--- config.mk ---
export PLATFORM = sky130hd
export DESIGN_NAME = io_freeze_ctrl_flat
export DESIGN_NICKNAME = d
export VERILOG_FILES = /design/src/rtl/io_freeze_ctrl_if.sv /design/src/rtl/io_freeze_ctrl.sv /design/src/flat_wrapper.sv
export SDC_FILE = /design/constraint.sdc
export NUM_CORES = 1
export LEC_CHECK = 0
export ABC_AREA = 1
export CAP_MARGIN = 20
export CORE_ASPECT_RATIO = 0.6
export CORE_UTILIZATION = 29
export CTS_CLUSTER_DIAMETER = 80
export DETAILED_ROUTE_END_ITERATION = 8
export PLACE_DENSITY = 0.51
export SKIP_LAST_GASP = 1
export SLEW_MARGIN = 20
export SYNTH_ARGS = -nofsm -noshare
export SYNTH_HDL_FRONTEND = slang
export SYNTH_SLANG_ARGS = --single-unit
--- constraint.sdc ---
create_clock -name clk -period 1.8 [get_ports clk]
set_clock_uncertainty 0.1 [all_clocks]
set_input_delay 0.54 -clock clk [delete_from_list [all_inputs] [get_ports clk]]
set_output_delay 0.54 -clock clk [all_outputs]
set_load 0.02 [all_outputs]
--- src/rtl/io_freeze_ctrl_if.sv ---
// Bundle between the CPU-side output register, the freeze controller and the pad layer.
// The controller takes the slave view; the driver of wfi/led_bus takes the master view.
interface io_freeze_ctrl_if #(
  parameter int WIDTH = 8
);
  logic             wfi;
  logic [WIDTH-1:0] led_bus;
  logic [WIDTH-1:0] pad_dout;
  logic [WIDTH-1:0] pad_oe;
  logic             frozen;
  logic             wake_pulse;

  modport master (
    output wfi, led_bus,
    input  pad_dout, pad_oe, frozen, wake_pulse
  );

  modport slave (
    input  wfi, led_bus,
    output pad_dout, pad_oe, frozen, wake_pulse
  );
endinterface

--- src/rtl/io_freeze_ctrl.sv ---
// Registered pad output stage that gates masked channels while the CPU idles in WFI.
// Define IO_FREEZE_PARK_EN to drive PARK_VAL on masked channels instead of tri-stating them.
module io_freeze_ctrl #(
  parameter int               WIDTH       = 8,
  parameter int               ENTRY_DLY   = 4,
  parameter int               EXIT_DLY    = 2,
  parameter logic [WIDTH-1:0] FREEZE_MASK = {WIDTH{1'b1}},
  parameter logic [WIDTH-1:0] PARK_VAL    = {WIDTH{1'b0}}
) (
  input  logic             clk,
  input  logic             rst,
  io_freeze_ctrl_if.slave  bus
);

  localparam int MAX_DLY = (ENTRY_DLY > EXIT_DLY) ? ENTRY_DLY : EXIT_DLY;
  localparam int CW      = $clog2(MAX_DLY + 1);
  localparam logic [CW-1:0] CNT_MAX    = '1;
  localparam logic [CW:0]   ENTRY_LAST = (CW+1)'(ENTRY_DLY);
  localparam logic [CW:0]   EXIT_LAST  = (CW+1)'(EXIT_DLY);

  typedef enum logic [1:0] {ACTIVE, ENTER, FROZEN, EXIT} state_t;

  state_t           state_reg, state_next;
  logic [CW-1:0]    cnt_reg, cnt_next, cnt_sat;
  logic [CW:0]      cnt_inc;
  logic [WIDTH-1:0] snapshot_reg, snapshot_next;
  logic [WIDTH-1:0] pad_dout_reg, pad_dout_next;
  logic [WIDTH-1:0] pad_oe_reg, pad_oe_next;
  logic             frozen_reg, frozen_next;
  logic             wake_reg, wake_next;
  logic             gated_next;

  // cnt_inc is one bit wider so the compare against the delay never aliases.
  assign cnt_inc = {1'b0, cnt_reg} + 1'b1;
  assign cnt_sat = (cnt_reg == CNT_MAX) ? cnt_reg : cnt_reg + 1'b1;

  always_comb begin
    state_next    = state_reg;
    cnt_next      = cnt_reg;
    snapshot_next = snapshot_reg;
    case (state_reg)
      ACTIVE: begin
        if (bus.wfi) begin
          cnt_next = CW'(1);
          if (ENTRY_DLY == 1) begin
            state_next    = FROZEN;
            snapshot_next = bus.led_bus;
          end else begin
            state_next = ENTER;
          end
        end else begin
          cnt_next = '0;
        end
      end
      ENTER: begin
        if (!bus.wfi) begin
          state_next = ACTIVE;
          cnt_next   = '0;
        end else begin
          cnt_next = cnt_sat;
          if (cnt_inc == ENTRY_LAST) begin
            state_next    = FROZEN;
            snapshot_next = bus.led_bus;
          end
        end
      end
      FROZEN: begin
        if (!bus.wfi) begin
          cnt_next   = CW'(1);
          state_next = (EXIT_DLY == 1) ? ACTIVE : EXIT;
        end else begin
          cnt_next = '0;
        end
      end
      EXIT: begin
        if (bus.wfi) begin
          state_next = FROZEN;
          cnt_next   = '0;
        end else begin
          cnt_next = cnt_sat;
          if (cnt_inc == EXIT_LAST) state_next = ACTIVE;
        end
      end
      default: begin
        state_next = ACTIVE;
        cnt_next   = '0;
      end
    endcase
  end

  assign gated_next  = (state_next == FROZEN) || (state_next == EXIT);
  assign frozen_next = gated_next;
  assign wake_next   = ((state_reg == FROZEN) || (state_reg == EXIT)) && (state_next == ACTIVE);

  generate
    for (genvar gi = 0; gi < WIDTH; gi++) begin : g_ch
      if (FREEZE_MASK[gi]) begin : g_masked
`ifdef IO_FREEZE_PARK_EN
        assign pad_dout_next[gi] = gated_next ? PARK_VAL[gi] : bus.led_bus[gi];
        assign pad_oe_next[gi]   = 1'b1;
`else
        // snapshot_next already equals led_bus on the entry edge, so one mux covers both cases.
        assign pad_dout_next[gi] = gated_next ? snapshot_next[gi] : bus.led_bus[gi];
        assign pad_oe_next[gi]   = ~gated_next;
`endif
      end else begin : g_plain
        assign pad_dout_next[gi] = bus.led_bus[gi];
        assign pad_oe_next[gi]   = 1'b1;
      end
    end
  endgenerate

  always_ff @(posedge clk) begin
    if (rst) begin
      state_reg    <= ACTIVE;
      cnt_reg      <= '0;
      snapshot_reg <= '0;
      pad_dout_reg <= '0;
      pad_oe_reg   <= '1;
      frozen_reg   <= 1'b0;
      wake_reg     <= 1'b0;
    end else begin
      state_reg    <= state_next;
      cnt_reg      <= cnt_next;
      snapshot_reg <= snapshot_next;
      pad_dout_reg <= pad_dout_next;
      pad_oe_reg   <= pad_oe_next;
      frozen_reg   <= frozen_next;
      wake_reg     <= wake_next;
    end
  end

  assign bus.pad_dout   = pad_dout_reg;
  assign bus.pad_oe     = pad_oe_reg;
  assign bus.frozen     = frozen_reg;
  assign bus.wake_pulse = wake_reg;

endmodule
--- src/flat_wrapper.sv ---
// flat-port wrapper written by rule: the top's interface ports become plain ports
module io_freeze_ctrl_flat 
#(
  parameter int               WIDTH       = 8,
  parameter int               ENTRY_DLY   = 4,
  parameter int               EXIT_DLY    = 2,
  parameter logic [WIDTH-1:0] FREEZE_MASK = {WIDTH{1'b1}},
  parameter logic [WIDTH-1:0] PARK_VAL    = {WIDTH{1'b0}}
)
  (clk, rst, bus_wfi, bus_led_bus, bus_pad_dout, bus_pad_oe, bus_frozen, bus_wake_pulse);
  io_freeze_ctrl_if #(.WIDTH(WIDTH)) bus_i ();
  input  logic clk;
  input  logic rst;
  input wire logic [$bits(bus_i.wfi)-1:0] bus_wfi;
  input wire logic [$bits(bus_i.led_bus)-1:0] bus_led_bus;
  output wire logic [$bits(bus_i.pad_dout)-1:0] bus_pad_dout;
  output wire logic [$bits(bus_i.pad_oe)-1:0] bus_pad_oe;
  output wire logic [$bits(bus_i.frozen)-1:0] bus_frozen;
  output wire logic [$bits(bus_i.wake_pulse)-1:0] bus_wake_pulse;
  assign bus_i.wfi = bus_wfi;
  assign bus_i.led_bus = bus_led_bus;
  assign bus_pad_dout = bus_i.pad_dout;
  assign bus_pad_oe = bus_i.pad_oe;
  assign bus_frozen = bus_i.frozen;
  assign bus_wake_pulse = bus_i.wake_pulse;
  io_freeze_ctrl #(.WIDTH(WIDTH), .ENTRY_DLY(ENTRY_DLY), .EXIT_DLY(EXIT_DLY), .FREEZE_MASK(FREEZE_MASK), .PARK_VAL(PARK_VAL)) u_core (.clk(clk), .rst(rst), .bus(bus_i));
endmodule
Yosys cells after proc, flatten, opt, wreduce, memory -nomap -nowiden. Cells that the tools add are included.

Bits in registers: 24. Input bits: 11. Logic and storage cells: 47.

$add $sub $neg: 2. Equal/unequal tests: 8. Muxes and demuxes: 24. Bitwise logic cells: 1. Reduce and logical (&&, ||, !) cells: 5.

Operator list (count): 8-bit 2-to-1 mux (3); 2-bit 2-to-1 mux (6); 3-bit one-hot mux with 4 select lines (1); 1-bit 2-to-1 mux (10); 3-bit 2-to-1 mux (3); 2-bit == test (second input constant) (4); 2-bit one-hot mux with 4 select lines (1); 3-bit by 1-bit adder with 4-bit output (second input constant) (1); 4-bit by 2-bit == test with 1-bit output (second input constant) (1); 4-bit by 3-bit == test with 1-bit output (second input constant) (1); 2-bit zero test (2); 3-bit by 1-bit adder with 3-bit output (second input constant) (1); 3-bit == test (second input constant) (1); 2-bit by 1-bit == test with 1-bit output (second input constant) (1); 1-bit logical OR (2); 1-bit logical AND (1); 1-bit inverter (1).

Longest topological paths before layout. Gate-level depths: netlist of run 1.

Word-level depth: 8. Depth in mapped cells: 12.

Worst setup path before layout of run 1. OpenSTA, ideal clock, no wires.

Kind: flip-flop to flip-flop. From: register u_core.cnt_reg[0]. To: register u_core.pad_dout_reg[0] (netlist: u_core.bus.pad_dout[0]). Arrival: 1.592 ns. Data required time: 1.590 ns. Setup slack: -0.002 ns. Stages on the path, launching flop included: 13. Path through: dfxtp_1 > ha_1 > inv_1 > ha_1 > nand2_1 > inv_1 > nand2_2 > nor2_8 > inv_4 > nand2_4 > nand2_1 > inv_1 > nor2_1.

Cells in the longest elaborated chain, start to end: 8.

RTL lines: from (decl) (line io_freeze_ctrl.sv:24) `logic [CW-1:0] cnt_reg, cnt_next, cnt_sat;`; from (signal assigned) (line io_freeze_ctrl.sv:124) `cnt_reg <= cnt_next;`; 3-bit by 1-bit adder with 4-bit output (*) (line io_freeze_ctrl.sv:34) `assign cnt_inc = {1'b0, cnt_reg} + 1'b1;`; 4-bit by 2-bit == test with 1-bit output / 4-bit by 3-bit == test with 1-bit output (equally long branches) (line io_freeze_ctrl.sv:81, io_freeze_ctrl.sv:61); 2-bit 2-to-1 mux, on equally long branches (line io_freeze_ctrl.sv:81, io_freeze_ctrl.sv:61); 2-bit 2-to-1 mux, on equally long branches (line io_freeze_ctrl.sv:76, io_freeze_ctrl.sv:56); 2-bit one-hot mux with 4 select lines (line io_freeze_ctrl.sv:41) `case (state_reg)`; 2-bit == test (line io_freeze_ctrl.sv:91) `assign gated_next = (state_next == FROZEN) || (state_next == EXIT);`; 1-bit logical OR (line io_freeze_ctrl.sv:91); 1-bit 2-to-1 mux (*) (line io_freeze_ctrl.sv:103) `assign pad_dout_next[gi] = gated_next ? snapshot_next[gi] : bus.led_bus[gi];`; to (signal assigned) (line io_freeze_ctrl.sv:126) `pad_dout_reg <= pad_dout_next;`; to (decl) (line io_freeze_ctrl.sv:27) `logic [WIDTH-1:0] pad_dout_reg, pad_dout_next;`.

Mark *: on every way between the ends. The rest lies on a longest branch, timed or not. A chain may end at the register's enable or synchronous reset.

Final worst setup path of run 1.
From: register u_core.cnt_reg[1]. To: register u_core.pad_dout_reg[2] (netlist: u_core.bus.pad_dout[2]).

Same word-level chain as after synthesis.

==> results of run 1 <==
## Yosys cell counts (all sizes together)
cell / number
nand3: 13
nand4: 1
a211oi: 1
ha: 4
dfxtp: 24
nor2: 21
nor3: 1
inv: 30
o21bai: 8
nand2: 44
clkbuf: 1
o21ai: 1
buf: 8
a21oi: 1
xor2: 1
## final timing paths
path | start | to | slack [ps] | cells after the start
setup reg to reg | u_core.cnt_reg[1]$_SDFF_PP0_ | u_core.bus.pad_dout[2]$_SDFF_PP0_ | 50 | 12
hold reg to reg | u_core.snapshot_reg[3]$_SDFF_PP0_ | u_core.snapshot_reg[3]$_SDFF_PP0_ | 480 | 3
setup / recovery | u_core.cnt_reg[1]$_SDFF_PP0_ | u_core.bus.pad_dout[2]$_SDFF_PP0_ | 50 | 12
hold / removal | u_core.snapshot_reg[3]$_SDFF_PP0_ | u_core.snapshot_reg[3]$_SDFF_PP0_ | 480 | 3
## area by class of cell
| cell class | count | area (um^2) |
|---|---|---|
| fill | 368 | 2020 |
| multi-input combinational | 98 | 629 |
| sequential | 24 | 483 |
| timing repair buffer | 42 | 383 |
| inverter | 30 | 115 |
| tap | 47 | 58.8 |
| clock buffer | 3 | 41.3 |
| clock inverter | 1 | 30.0 |
## cells by family after synthesis
logic type / after synthesis
flip-flops: 24
adder cells (fa/ha/maj): 4
buffers and inverters: 39
AO/OA/AOI/OAI: 11
AND/OR/NAND/NOR: 80
XOR/XNOR: 1
## power by group
| group | total [mW] | switching [mW] | internal, mW |
|---|---|---|---|
| Clock | 0.470 | 0.172 | 0.297 |
| Sequential | 0.551 | 0.00722 | 0.543 |
| Combinational | 0.114 | 0.0585 | 0.0552 |
## what timing repair did
action / 4_1_cts / 5_1_grt
setup endpoints to repair: 26 / 12
resized for setup: 23 / 15
cloned: 1 / 1
pin swaps: 2 / 25
buffers inserted: 1 / 2
## critical path, cell delays in order (launching register included)
cell	delay (ps)
dfxtp_2	370
ha_4	140
inv_2	40
ha_4	240
inv_2	50
nand2_2	50
nor2_4	140
nand3_4	100
nand2_8	140
buf_12	120
nand3_1	60
nand2_1	60
nor2_1	40
## routing by layer
layer,GRT usage,part of all wire,vias up
li1,-,-,557
met4,0.0345,0.0064,0
met2,0.205,0.42,26
met1,0.155,0.52,468
met5,0,0,-
met3,0.0485,0.055,2
==> impl_metrics.yaml, run 1 <==
logic_synthesis:
  syn_area_um2: 1170
  synthesis.nets: 174
  yosysTopAreaCell: "dfxtp_1"
  synthDistinctLibCells: 24
  synth-simple-area-share: 0.325
  synth_compound_area_frac: 0.0660
  yosysSeqAreaShare: 0.409
  netlist_top_cells_area: "dfxtp_1, nand2_1, inv_1"
  synth_cells: 159
  synth_top_area_frac: 0.409
  ys_ff_latch: 24
  yosys_warnings: 0
  synth_xor_area_frac: 0.00745
  syn_avg_cell_area_um2: 7.39
  synth_fa_ha_area_frac: 0.0426
  synth_top_family_by_area: "simple AND/OR/NAND/NOR gates"
  yosys-mux-area-fraction: 0
layout:
  layout_common_cells: "nand2_1, inv_1, dfxtp_1"
  fin_cells: 245
  post_route_cells_drive_above_1_share: 0.222
  final_util: 0.462
  final_area_um2: 1740
  area_growth_pct: 48.1
  nets: 214
  antenna_cells: 0
  layout_commonest_cell: "nand2_1"
clocking:
  cts-root-buf: "clkbuf_8"
  cts_tree: "built"
  numCtsBuffers: 3
  cts_hold_buf: 0
  clk_pin_slew_ps: 90
  clock_latency_ps: 270
  clockBufferDepth: 2
  cts_num_sinks: 24
  htreeDepth: 1
setup_path:
  crit_type: "register to register"
  critPathArrivalTime_ps: 1830
  start_kind: "register"
  cp.required_ps: 1880
  crit_path_end_kind: "register"
  crit_fanout: 7
sta:
  timing.hold.ws_ps: 477
  hold_violations: 0
  rsz0062_at_grt: "true"
  fin_crit_sh: 0.975
  worst_pin_slew_ps: 299
  max_freq_ghz: 0.570
  setup_slack_ps: 45.0
  setup_viol: 0
  period_needed_ps: 1750
  slew_violations: 0
  tns_ps: 0
  slew_headroom: 0.801
route:
  routed_wl_mm: 2.65
  first_iter_violations: 31
  wire_per_inst_um: 10.8
  viasPerCell: 4.30
  drc_errors: 6
  vias: 1053
  ant_nets: 0
  drt_pass1_iterations: 6
floorplan:
  die_y_um: 51.3
  rows: 17
  die_area_um2: 4320
  initial_core_util: 0.312
  die_x_um: 84.2
  num_io_pins: 29
  core-area_um2: 3760
place:
  placed_area_um2: 1540
  gp_congestion: 0.774
  place_inst: 236
  placement.io_buffers: 28
  place_ws_ps: -228
  dp_hpwl_mm: 1.85
global_routing:
  grt_remaining_overflow: 0
  grt_max_degree: 15
  grt_pass1_vias: 899
  antenna_found_initial: 0
  grt_use_total: 0.125
  grt_pass1_wl_mm: 4.08
worst_hold_path:
  hp-class: "register to register"
run_status:
  violations: "design-rule violations"
  status: "finished with violations"
power:
  powerDensity_nw_per_um2: 652
  power.total_mw: 1.13
  peakVddDrop_mv: 0.284
  power_leakage_nw: 0.872
run:
  maxCapViolations: 0
(Power assumes the default switching activity.)
==> run 2, diff against run 1 <==
Settings changed: CTS_CLUSTER_DIAMETER 80 to not set, SETUP_SLACK_MARGIN set to 0.4.
==> run 2 against run 1 <==
  * The run still ends with design-rule violations left
  * Total power fell by 13%
  * Register-to-register slack improved by 50 ps
  * Global-route usage rose by 1.2 points
  * Routed wire length rose by 3.8%
  * Clock-buffer cell count rose by 1
  * Flip-flop and latch count did not move
  * Non-clock buffer count fell by 6
  * Worst setup slack improved by 45 ps
  * Clock power fell by 31%
  * Sequential share of layout area rose by 1.2 points
  * Die area did not move
  * Critical endpoint is now u_core.bus.pad_dout[6]$_SDFF_PP0_
  * Largest cell class unchanged
  * Highest routed layer unchanged
==> impl_metrics.yaml, run 2 (synthesized netlist as in run 1, its figures left out) <==
setup_path:
  max_stage_delay_ps: 370
  r2r-end: "u_core.bus.pad_dout[6]$_SDFF_PP0_"
  start_kind: "register"
  crit_type: "register to register"
  slowest_stage: "dfxtp_4"
  path_buf_inv: 4
  crit_fanout: 4
  r2r_cells: 12
  crit_family: "adder cells"
  crit_path_end_kind: "register"
  critPathArrivalTime_ps: 1810
  rrSetupSlack_ps: 90
  worstReg2RegStart: "u_core.cnt_reg[0]$_SDFF_PP0_"
  cp.required_ps: 1900
  cp_cell_sequence: "ha_4 -> inv_2 -> ha_4 -> nand2_2 -> inv_2 -> nand2_4 -> buf_6 -> o21bai_1 -> nand2_1 -> nand2_1 -> inv_1 -> nor2_1"
layout:
  antenna_cells: 0
  final_util: 0.454
  layout_common_cells: "nand2_1, inv_1, dfxtp_1"
  layout_commonest_cell: "nand2_1"
  nFillCells: 364
  area_growth_pct: 45.6
  post_route_cells_drive_above_1_share: 0.366
  nets: 210
floorplan:
  initial_core_util: 0.312
  die_area_um2: 4320
  die_y_um: 51.3
  num_io_pins: 29
  die_x_um: 84.2
  rows: 17
  core-area_um2: 3760
power:
  peakVddDrop_mv: 0.237
  power_leakage_nw: 0.832
  powerDensity_nw_per_um2: 575
run_status:
  violations: "design-rule violations"
  status: "finished with violations"
sta:
  max_freq_ghz: 0.585
  hold_violations: 0
  rsz0062_at_grt: "true"
  setup_viol: 0
  slew_violations: 0
  tns_ps: 0
  slew_headroom: 0.737
  fin_crit_sh: 0.950
  worst_pin_slew_ps: 395
  period_needed_ps: 1710
clocking:
  cts_num_sinks: 24
  numCtsBuffers: 3
  clockBufferDepth: 2
  cts_tree: "built"
  clk_pin_slew_ps: 90
  clock_latency_ps: 270
  cts_hold_buf: 0
  htreeDepth: 1
  cts-root-buf: "clkbuf_8"
route:
  viasPerCell: 4.47
  drc_errors: 6
  routed_wl_mm: 2.75
  first_iter_violations: 71
  wire_per_inst_um: 11.4
  drt_pass1_iterations: 6
  ant_nets: 0
  vias: 1077
place:
  gp_congestion: 0.811
  placement.io_buffers: 28
  dp_hpwl_mm: 1.87
worst_hold_path:
  hp-start: "u_core.snapshot_reg[2]$_SDFF_PP0_"
  holdPathStages: 3
  whs_endpoint: "u_core.snapshot_reg[2]$_SDFF_PP0_"
  hp-class: "register to register"
global_routing:
  grt_remaining_overflow: 0
  grt_pass1_vias: 939
  grt_max_degree: 14
  grt_pass1_wl_mm: 4.45
  antenna_found_initial: 0
  grt_use_total: 0.137
run:
  maxCapViolations: 0
[run 2: area by class of cell]
type / instances / area [um^2] / share of cell area
clock buffer: 4 / 45.0 / 0.0263
inverter: 30 / 120 / 0.0702
multi-input combinational: 100 / 661 / 0.386
sequential: 24 / 495 / 0.290
tap: 47 / 58.8 / 0.0344
timing repair buffer: 36 / 330 / 0.193
[run 2: timing repair]
item	CTS	global route
setup endpoints to repair	41	38
buffers inserted	4	1
cloned	3	1
resized for setup	92	41
pin swaps	20	16
[run 2: worst reg2reg max path: stages (launching register included)]
cell and delay, ps:
dfxtp_4 370, ha_4 130, inv_2 40, ha_4 260, nand2_2 50, inv_2 60, nand2_4 90, buf_6 140
o21bai_1 150, nand2_1 90, nand2_1 70, inv_1 30, nor2_1 70
[run 2: worst max path at each step]
stage	endpoint	cells after the start	slack, ps	startpoint
detailed placement	u_core.bus.pad_dout[4]$_SDFF_PP0_	8	-280	bus_wfi
finish	u_core.bus.pad_dout[6]$_SDFF_PP0_	12	90	u_core.cnt_reg[0]$_SDFF_PP0_
global route	u_core.bus.pad_dout[2]$_SDFF_PP0_	12	-20	u_core.cnt_reg[0]$_SDFF_PP0_
floorplan	u_core.bus.pad_dout[0]$_SDFF_PP0_	12	160	u_core.cnt_reg[1]$_SDFF_PP0_
CTS	u_core.bus.pad_dout[6]$_SDFF_PP0_	12	90	u_core.cnt_reg[0]$_SDFF_PP0_
global placement	u_core.bus.pad_dout[5]$_SDFF_PP0_	8	-230	bus_wfi
[run 2: layer usage]
| layer | GRT usage | routed length (um) | share of wire | vias up |
|---|---|---|---|---|
| met5 | 0 | 0 | 0 | - |
| met4 | 0.0345 | 21 | 0.0076 | 0 |
| met3 | 0.0436 | 155 | 0.056 | 2 |
| met2 | 0.217 | 1220 | 0.44 | 34 |
| met1 | 0.181 | 1350 | 0.49 | 489 |
| li1 | - | - | - | 552 |
[run 2: per-stage QoR]
step	instance area [um^2]	setup slack [ps]	cells	power, mW	hold slack, ps
after floorplan	1210	157	159	0.612	418
after global placement	1510	-235	228	0.666	435
after detailed placement	1510	-282	228	0.666	462
after CTS	1580	91.3	239	0.991	483
after global routing	1710	-22.1	241	1.04	514
final	1710	90.4	241	0.983	477
[run 2: report_power, final]
part	internal [mW]	switching (mW)	leakage, nW
Sequential	0.540	0.00916	0.198
Combinational	0.0512	0.0601	0.611
Clock	0.158	0.164	0.0228
==> run 3, diff against run 2 <==
Settings changed: CORE_MARGIN set to 2, SLEW_MARGIN 20 to not set.
==> run 3 against run 2 <==
  * The flow now finishes without violations
  * Combinational power is 5% higher
  * Critical path depth is 1 higher
  * Total power is 1.0% higher
  * Sequential power about the same
  * Core utilization rose by 2.6 points
==> impl_metrics.yaml, run 3 (synthesized netlist as in run 1, its figures left out) <==
route:
  vias: 1056
  wire_per_inst_um: 11.5
  drc_errors: 0
  drt_pass1_iterations: 4
  routed_wl_mm: 2.82
  viasPerCell: 4.29
  first_iter_violations: 56
  ant_nets: 0
place:
  placement.io_buffers: 28
  dp_hpwl_mm: 1.93
  gp_congestion: 0.769
layout:
  antenna_cells: 0
  nets: 215
  multi_input_area_um2: 692
  layout_common_cells: "inv_1, nand2_1, dfxtp_1"
  seqCellArea_um2: 493
  final_util: 0.481
  post_route_cells_drive_above_1_share: 0.422
  nFillCells: 379
  area_growth_pct: 54.0
clocking:
  cts_hold_buf: 0
  htreeDepth: 1
  cts_tree: "built"
  cts_num_sinks: 24
  numCtsBuffers: 3
  clk_pin_slew_ps: 80
  cts-root-buf: "clkbuf_8"
  clock_latency_ps: 270
  clockBufferDepth: 2
sta:
  max_freq_ghz: 0.572
  slew_violations: 0
  tns_ps: 0
  timing.hold.ws_ps: 486
  worst_pin_slew_ps: 310
  slew_headroom: 0.793
  hold_violations: 0
  period_needed_ps: 1750
  setup_viol: 0
  fin_crit_sh: 0.970
  rsz0062_at_grt: "true"
floorplan:
  die_y_um: 53.3
  initial_core_util: 0.312
  rows: 17
  die_x_um: 86.2
  num_io_pins: 29
  core-area_um2: 3760
  die_area_um2: 4590
setup_path:
  crit_type: "register to register"
  start_kind: "register"
  crit_path_end_kind: "register"
  crit_fanout: 6
  cp.required_ps: 1870
  critPathArrivalTime_ps: 1820
power:
  power.total_mw: 0.993
  power_leakage_nw: 0.916
  powerDensity_nw_per_um2: 549
  peakVddDrop_mv: 0.313
global_routing:
  grt_pass1_wl_mm: 4.55
  grt_pass1_vias: 1015
  antenna_found_initial: 0
  grt_use_total: 0.132
  grt_remaining_overflow: 0
  grt_max_degree: 14
run_status:
  status: "complete, no violations"
run:
  maxCapViolations: 0
worst_hold_path:
  hp-class: "register to register"
[run 3: cell types whose count changed in the layout (fill, tap and decap cells not counted), sizes merged]
cell           before  now
clkbuf              5    4
nor2               22   21
nand2              46   45
clkdlybuf4s15       0    1
nand3              14   13
buf                26   34
[run 3: final timing paths]
path | startpoint | end | slack [ps] | cells after the start
hold / removal | u_core.snapshot_reg[1]$_SDFF_PP0_ | u_core.snapshot_reg[1]$_SDFF_PP0_ | 490 | 3
setup reg to reg | u_core.cnt_reg[1]$_SDFF_PP0_ | u_core.bus.pad_dout[5]$_SDFF_PP0_ | 50 | 13
hold reg to reg | u_core.snapshot_reg[1]$_SDFF_PP0_ | u_core.snapshot_reg[1]$_SDFF_PP0_ | 490 | 3
setup / recovery | u_core.cnt_reg[1]$_SDFF_PP0_ | u_core.bus.pad_dout[5]$_SDFF_PP0_ | 50 | 13
[run 3: report_power, final]
part           total, mW  switching, mW  internal [mW]
clock network      0.329          0.170          0.158
registers          0.548        0.00785          0.540
logic              0.116         0.0611         0.0552
[run 3: layer usage]
metal / vias to the layer above / GRT usage / routed length (um)
met2: 22 / 0.208 / 1230
met5: - / 0 / 0
met4: 0 / 0.0313 / 14
li1: 557 / - / -
met3: 2 / 0.0484 / 146
met1: 475 / 0.172 / 1420
[run 3: area by class of cell]
cell class | count | share of cell area
inverters | 30 | 0.0650
clock buffers | 4 | 0.0249
repair buffers | 44 | 0.223
multi-input cells | 97 | 0.382
flip-flops and latches | 24 | 0.272
well taps | 47 | 0.0325
[run 3: worst max-delay path, stage by stage, from the launching register on]
cell	delay (ps)
dfxtp_4	360
ha_4	160
inv_4	40
ha_4	260
nand2_2	40
inv_2	50
nand2_4	90
nor2_8	150
buf_6	140
nand2_2	50
nand2_2	60
nand2_1	60
inv_1	50
nor2_1	40
[run 3: timing repair]
action                                  4_1_cts  5_1_grt
endpoints found under the setup margin       42       36
pin swaps                                    10       17
resized for setup                            93       46
cloned                                        0        1
buffers inserted                              8        1
[run 3: stage by stage]
step / cells / setup WS [ps] / area (um^2)
2_1_floorplan: 159 / 157 / 1210
3_3_place_gp: 232 / -230 / 1540
3_5_place_dp: 232 / -259 / 1540
4_1_cts: 244 / 74.9 / 1660
5_1_grt: 246 / -54.2 / 1810
6_report: 246 / 53.1 / 1810
==> patch, RTL diff (flow settings as in run 1) <==
The 4 states of `state_t` get a Gray code encoding in 2 bits.
--- a/src/rtl/io_freeze_ctrl.sv
+++ b/src/rtl/io_freeze_ctrl.sv
@@ -18,7 +18,7 @@
   localparam logic [CW:0]   ENTRY_LAST = (CW+1)'(ENTRY_DLY);
   localparam logic [CW:0]   EXIT_LAST  = (CW+1)'(EXIT_DLY);
 
-  typedef enum logic [1:0] {ACTIVE, ENTER, FROZEN, EXIT} state_t;
+  typedef enum logic [1:0] {ACTIVE = 2'b00, ENTER = 2'b01, FROZEN = 2'b11, EXIT = 2'b10} state_t;
 
   state_t           state_reg, state_next;
   logic [CW-1:0]    cnt_reg, cnt_next, cnt_sat;
Check against the original RTL: no difference found for any inputs over 10 cycles, from zero or initial values and one cycle with rst high; not proved beyond that.
==> patch against run 1 <==
Sequential cell count stayed put; power is 15% lower; wire length down 3.4%; synthesized cell count shrank 6.3%; combinational power fell by 12%; non-clock buffer count shrank 3; design area fell by 8.6%; critical path depth is 2 lower; count of clock-buffer cells in the layout did not move; synthesized area decreased by 4.0%; worst setup slack better by 0.015 ns; critical path type unchanged; critical endpoint unchanged; highest routed layer unchanged.
==> patch: results (changes against run 1) <==
\begin{tabular}{lr}
\hline
Metric & Value \\
\hline
\multicolumn{2}{l}{\textbf{Cells and area}} \\
\quad Nets & 200 (was 214) \\
\quad Clock-cell share & 0.02594 (was 0.04098) \\
\quad Share of the final layout cell area in multi-input gates & 0.3726 (was 0.3616) \\
\quad Filler cell count & 384 (was 368) \\
\quad Inverters & 18 (was 30) \\
\multicolumn{2}{l}{\textbf{Logic synthesis}} \\
\quad Adder-cell share of the synthesized area & 0.04440 (was 0.04260) \\
\quad Net count after synthesis & 164 (was 174) \\
\quad Xor-xnor portion of the synthesized cell area & 0.007769 (was 0.007455) \\
\quad Register area share after synthesis & 0.4262 (was 0.4089) \\
\quad Synthesized-area fraction occupied by ao, oa, aoi and oai cells & 0.05771 (was 0.06603) \\
\quad Distinct cell type count of the synthesized netlist & 22 (was 24) \\
\multicolumn{2}{l}{\textbf{Placement}} \\
\quad DP Worst Slack & -0.2686 ns (was -0.2282 ns) \\
\quad Placer Congestion & 0.7698 (was 0.7738) \\
\multicolumn{2}{l}{\textbf{Route}} \\
\quad Routed length per placed instance & 11.11 um (was 10.80 um) \\
\quad Average via count per standard cell & 4.370 (was 4.298) \\
\quad Routed wl met2 & 1031 um (was 1107 um) \\
\quad DRC violation total after the first TritonRoute iteration & 26 (was 31) \\
\multicolumn{2}{l}{\textbf{GRT}} \\
\quad Maximum number of pins on one net before global-route repair & 19 (was 15) \\
\quad Number of global-route vias before repair & 873 (was 899) \\
\quad GRT met3 Usage & 0.04909 (was 0.04847) \\
\quad Met1 layer usage reported by global route & 0.1798 (was 0.1546) \\
\multicolumn{2}{l}{\textbf{Pwr}} \\
\quad Leak pwr & 0.7644 nW (was 0.8722 nW) \\
\quad Peak supply drop & 249.6 uV (was 284.2 uV) \\
\multicolumn{2}{l}{\textbf{Outcome}} \\
\quad Result of the run & finished clean (was complete, but fails checks) \\
\multicolumn{2}{l}{\textbf{Hold path}} \\
\quad Sink of the worst hold path & u\_core.snapshot\_reg[6]\$\_SDFF\_PP0\_ (was u\_core.snapshot\_reg[3]\$\_SDFF\_PP0\_) \\
\quad Hold path start & u\_core.snapshot\_reg[6]\$\_SDFF\_PP0\_ (was u\_core.snapshot\_reg[3]\$\_SDFF\_PP0\_) \\
\multicolumn{2}{l}{\textbf{Timing}} \\
\quad Headroom to the max-slew limit & 0.7343 (was 0.8007) \\
\multicolumn{2}{l}{\textbf{Clock tree}} \\
\quad Number of setup buffers added after CTS & 0 (was 1) \\
\quad \# resized after CTS & 21 (was 23) \\
\hline
\end{tabular}
## patch: changes by cell type in the layout (fill, tap and decap cells not counted), sizes merged, moves of 3 or more
| cell | run 1 | this run |
|---|---|---|
| nand2 | 45 | 42 |
| nand3 | 13 | 3 |
| nand4 | 1 | 8 |
| o21bai | 8 | 2 |
| inv | 30 | 17 |
| a21oi | 1 | 9 |
| buf | 14 | 11 |
| nor2 | 22 | 28 |
## patch: report_power, final
part	switching (mW)	internal [mW]
Clock	0.163	0.150
Sequential	0.00516	0.542
Combinational	0.0534	0.0470
Total	0.222	0.738
## patch: through the flow
stage | util | cell area [um2] | instances | total power [mW] | TNS, ns
floorplan | - | 1127 | 149 | 0.6052 | 0
global placement | 0.3942 | 1459 | 223 | 0.6649 | -3.095
detailed placement | 0.3942 | 1459 | 223 | 0.6658 | -3.682
CTS | 0.4026 | 1490 | 226 | 0.9745 | 0
global route | 0.4300 | 1592 | 230 | 1.008 | -0.06505
finish | 0.4300 | 1592 | 230 | 0.9603 | 0
